`src/rtl/hazard_ctrl.sv`:
```
// -----------------------------------------------------------------------------
// hazard_ctrl
// Hazard and stall controller for a 5-stage MIPS pipeline with branches
// resolved in ID. It detects three kinds of hazard:
//   - load-use     : the EX instruction is a load whose result ID needs
//   - branch       : a branch in ID needs a value still in EX, or still being
//                    loaded in MEM
//   - mult/div     : ID touches HI/LO while the mult/div unit is busy
// All hazards get the same response: hold PC and IF/ID, and put a bubble into
// ID/EX.
//
// Optional build macro: HAZARD_STATS_EN adds three 32-bit cycle counters
// (stallCnt, lwStallCnt, mdStallCnt).
//
// Parameters:
//   MD_LATENCY  cycles HI/LO stays busy after a mult/div leaves EX (1..63)
//   CNT_W       busy counter width, 2**CNT_W > MD_LATENCY
//
// Ports:
//   clk, rst              pipeline clock; asynchronous active-low reset
//   rsD, rtD              source register fields of the ID instruction
//   useRsD, useRtD        ID instruction actually reads rs / rt
//   branchD               ID instruction is a branch compared in ID
//   hiloUseD              ID instruction uses the HI/LO unit
//   regWriteE, memToRegE  EX instruction writes the register file / is a load
//   writeRegE             EX destination register
//   mdStartE              EX instruction is mult/multu/div/divu
//   memToRegM, writeRegM  MEM instruction is a load / its destination
//   stallF, stallD        hold PC / hold IF/ID
//   clearE                clear input of ID/EX (inserts a bubble)
//   mdBusy                HI/LO unit busy
//   stallCnt, lwStallCnt, mdStallCnt   (HAZARD_STATS_EN only) cycle counters
// -----------------------------------------------------------------------------
module hazard_ctrl #(
   parameter int MD_LATENCY = 32,
   parameter int CNT_W      = 6
) (
   input  logic        clk,
   input  logic        rst,
   input  logic [4:0]  rsD,
   input  logic [4:0]  rtD,
   input  logic        useRsD,
   input  logic        useRtD,
   input  logic        branchD,
   input  logic        hiloUseD,
   input  logic        regWriteE,
   input  logic        memToRegE,
   input  logic [4:0]  writeRegE,
   input  logic        mdStartE,
   input  logic        memToRegM,
   input  logic [4:0]  writeRegM,
   output logic        stallF,
   output logic        stallD,
   output logic        clearE,
   output logic        mdBusy
`ifdef HAZARD_STATS_EN
   ,
   output logic [31:0] stallCnt,
   output logic [31:0] lwStallCnt,
   output logic [31:0] mdStallCnt
`endif
);

   logic             match_e;
   logic             match_m;
   logic             lw_stall;
   logic             br_stall;
   logic             md_stall;
   logic             stall;
   logic [CNT_W-1:0] md_cnt;

   // $zero is hard-wired, so writing it never creates a dependency.
   assign match_e = (writeRegE != 5'd0) &&
                    ((useRsD && (rsD == writeRegE)) || (useRtD && (rtD == writeRegE)));
   assign match_m = (writeRegM != 5'd0) &&
                    ((useRsD && (rsD == writeRegM)) || (useRtD && (rtD == writeRegM)));

   assign lw_stall = memToRegE && regWriteE && match_e;
   // Any EX result is too late for a branch compared in ID. A MEM result can
   // be forwarded unless it is a load that is still reading memory.
   assign br_stall = branchD && ((regWriteE && match_e) || (memToRegM && match_m));
   // mdStartE is included so that the instruction right behind a mult/div
   // waits before mdBusy has risen.
   assign md_stall = hiloUseD && (mdBusy || mdStartE);

   assign stall  = lw_stall | br_stall | md_stall;
   assign stallF = stall;
   assign stallD = stall;
   assign clearE = stall;

   // HI/LO busy timer. A new mult/div reloads the count even mid-window,
   // because the newest operation sets when HI/LO is ready again.
   always_ff @(posedge clk or negedge rst) begin
      if (!rst) begin
         md_cnt <= '0;
      end else if (mdStartE) begin
         md_cnt <= CNT_W'(MD_LATENCY);
      end else if (md_cnt != '0) begin
         md_cnt <= md_cnt - CNT_W'(1);
      end
   end

   assign mdBusy = (md_cnt != '0);

`ifdef HAZARD_STATS_EN
   // Free-running statistics; they wrap at 2**32.
   always_ff @(posedge clk or negedge rst) begin
      if (!rst) begin
         stallCnt   <= '0;
         lwStallCnt <= '0;
         mdStallCnt <= '0;
      end else begin
         if (stall)    stallCnt   <= stallCnt + 32'd1;
         if (lw_stall) lwStallCnt <= lwStallCnt + 32'd1;
         if (md_stall) mdStallCnt <= mdStallCnt + 32'd1;
      end
   end
`endif

endmodule

```
`config.mk`:
```
export PLATFORM = sky130hd
export DESIGN_NAME = hazard_ctrl
export DESIGN_NICKNAME = d
export VERILOG_FILES = /design/src/rtl/hazard_ctrl.sv
export SDC_FILE = /design/constraint.sdc
export NUM_CORES = 1
export LEC_CHECK = 0
export CORE_ASPECT_RATIO = 0.9
export CORE_MARGIN = 2
export CORE_UTILIZATION = 37
export DETAILED_ROUTE_END_ITERATION = 12
export GPL_TIMING_DRIVEN = 0
export PLACE_DENSITY_LB_ADDON = 0.12
export SYNTH_ARGS = -nofsm -noshare
export SYNTH_HDL_FRONTEND = slang
export SYNTH_SLANG_ARGS = --single-unit
```
`constraint.sdc`:
```
create_clock -name clk -period 1.98 [get_ports clk]
set_input_delay 0.198 -clock clk [delete_from_list [all_inputs] [get_ports clk]]
set_output_delay 0.198 -clock clk [all_outputs]
set_load 0.03 [all_outputs]
```
==> metrics.yaml <==
status: "complete, no violations"
path_common_cell: "buf_4"
drive_gt1_frac: 0.231
cts.root.buffer_cell: "clkbuf_4"
synth-warning-count: 0
dpl_cell_area_um2: 978
tritoncts_clock_tree: "done"
timing.clock.skew_ns: 0.00123
cts_max_path_buffers: 2
intPower_uw: 535
avgSynthCellArea_um2: 9.00
worst_skew_pair.late_latency_ns: 0.25
mostFrequentLayoutCells: "xor2_1 (16), clkdlybuf4s50_1 (15), dlygate4sd2_1 (13)"
worstMarginPinSlew_ns: 0.312
antennaDiodeCount: 0
detail_route.drc_violations: 0
initialDrtViolationCount: 12
timing.max_cap.violations: 0
totalPowerFinal_uw: 904
port-buffer-count: 33
seq_power_share: 0.275
critical_path.cell_chain: "inv_2 > ha_4 > nor2b_4 > nand2_4 > o21ai_2 > o221ai_2 > buf_4 > buf_4"
mappedNetlistArea_um2: 612
hold_slack_ns: 0.193
max-vdd-ir-drop_uv: 925
min-delay-path-class: "in2async"
area_growth_pct: 73.6
cpMaxStageDelayCell: "dfrtp_1"
grt_pass1_wl_um: 2780
start_util: 0.409
static-leakage-power_nw: 0.454
grt_remaining_overflow: 0
startpoint_type: "flip-flop"
die_width_um: 46.9
antenna_left: 0
stdcell_count: 130
synth-seq-cells: 6
antenna_found_initial: 0
via_per_inst: 4.92
slew_headroom: 0.791
final_min_period_over_clock_period: 0.954
clkSlewWorstSetupHoldPaths_ns: 0.05
p_sw_frac: 0.408
timing.critical_path.slowest_cell_delay_ns: 0.40
htreeDepth: 1
post_synth_inst_count: 68
yosys.cell_types.count: 24
drt-total-wl_um: 1710
report.final.hold_viol_count: 0
critical_path.endpoint_type: "primary output"
pwr_density_cell_nw_per_um2: 851
cts_buffers: 3
coreArea_um2: 1500
via_count_of_the_first_global_routing_pass: 634
design_area_um2: 1060
fin_setup_tns_ns: 0
regMostFlops: "md_cnt"
grt_start_max_net_pins: 8
number_of_enable_type_register_cells_in_the_synthesized_netlist: 0
timing.critical_path.required_ns: 1.78
worst_ep_arrival_time_ns: 1.69
timing.setup.critical_path_class: "reg2out"
power_switching_uw: 369
placementRows: 13
power_frac_comb: 0.596
largest_register_ffs: 6
setup_viol: 0
syn-num-nets: 99
cts-hold-fix-buffers: 0
gr-usage-all-layers: 0.198
async_reset_ff_frac: 1.00
vias: 640
layout_setup_ws_ns: 0.0905
seq_area_frac_synth: 0.245
die_area_um2: 2000
biggestRegsByFlops: "md_cnt x6"
place.gp.congestion: 0.759
largest_driver_fanout_on_the_critical_path: 6
placement.setup.worst_slack_ns: -0.683
layout.nets: 141
synth-main-ff-cell: "dfrtp_1"
layout.core_utilization: 0.710
cts.sink_count: 6
post_drt_wl_per_cell_um: 13.2
final_common_cell: "xor2_1"
part_of_the_power_in_the_clock_network: 0.129
unrepaired_setup_endpoints_after_global_routing: "no"
final-max-slew-violation-count: 0
post-dp-hpwl_um: 1430
placed_cells_incl_taps: 123
timing.fmax_mhz: 529
fin_crit_ns: 1.89
firstDrtPassIters: 4
floorplan.io_pins: 34
die_height_um: 42.6
cell usage after synthesis, types with 2 or more instances:
cell type,number,area share
xor2_1,16,0.23
nor2_1,8,0.049
dfrtp_1,6,0.25
xnor2_1,6,0.086
nor4_1,4,0.041
a21oi_1,2,0.016
a32oi_1,2,0.029
and2_1,2,0.020
buf_4,2,0.025
inv_1,2,0.012
nand2_1,2,0.012
nor2b_1,2,0.020
o221ai_1,2,0.029
or4_1,2,0.025
power groups by stage:
stage	sequential [mW]	clock (mW)	combinational (mW)
final	0.248	0.117	0.539
after global routing	0.258	0.128	0.599
after CTS	0.237	0.120	0.482
after detailed placement	0.245	0	0.448
after global placement	0.243	0	0.438
after floorplan	0.231	0	0.311
path summary, 6_finish.rpt:
kind / from / endpoint / cells past startpoint / slack (ns)
setup / recovery: md_cnt[1] / stallD / 8 / 0.09
hold / removal: rst / md_cnt[4] / 1 / 0.19
setup reg to reg: md_cnt[1] / md_cnt[3] / 7 / 0.40
hold reg to reg: md_cnt[4] / md_cnt[4] / 2 / 0.60
max in group asynchronous: rst / md_cnt[3] / 1 / 1.57
min in group clk: md_cnt[4] / md_cnt[4] / 2 / 0.60
per-layer routing:
layer  share of wire  GRT usage  vias to the layer above
li1                -          -                      330
met1            0.45      0.260                      290
met2            0.50      0.307                       20
met3           0.052     0.0776                        0
met4               0     0.0333                        0
met5               0          0                        -
timing repair:
action                     CTS  global route
buffers inserted             1             3
setup endpoints to repair    4             3
pin swaps                    8             8
resized for setup           37             7
logic make-up (layout without fill, tap and decap cells):
family                   Yosys count  in the layout  synth area share
buffers and inverters              4             44            0.0368
XOR/XNOR                          22             22             0.315
AND/OR/NAND/NOR                   23             23             0.223
adder cells (fa/ha/maj)            1              1            0.0204
AO/OA/AOI/OAI                     12             12             0.160
flip-flops                         6              6             0.245
critical path, delay by kind of cell, from the launching register on:
kind            cells  cell delay [ns]
compound gates      2             0.26
fa+ha+maj           1             0.15
buf+inv             3             0.38
flops               1             0.40
simple gates        2             0.26
cell type report:
type                       count  area (um^2)
sequential                     6          150
inverter                       2         7.51
clock buffer                   3         22.5
tap                           22         27.5
multi-input combinational     58          500
timing repair buffer          37          339
buffer                         2         15.0
fill                         128          434
Note: power is estimated with default switching activity, not from simulation.
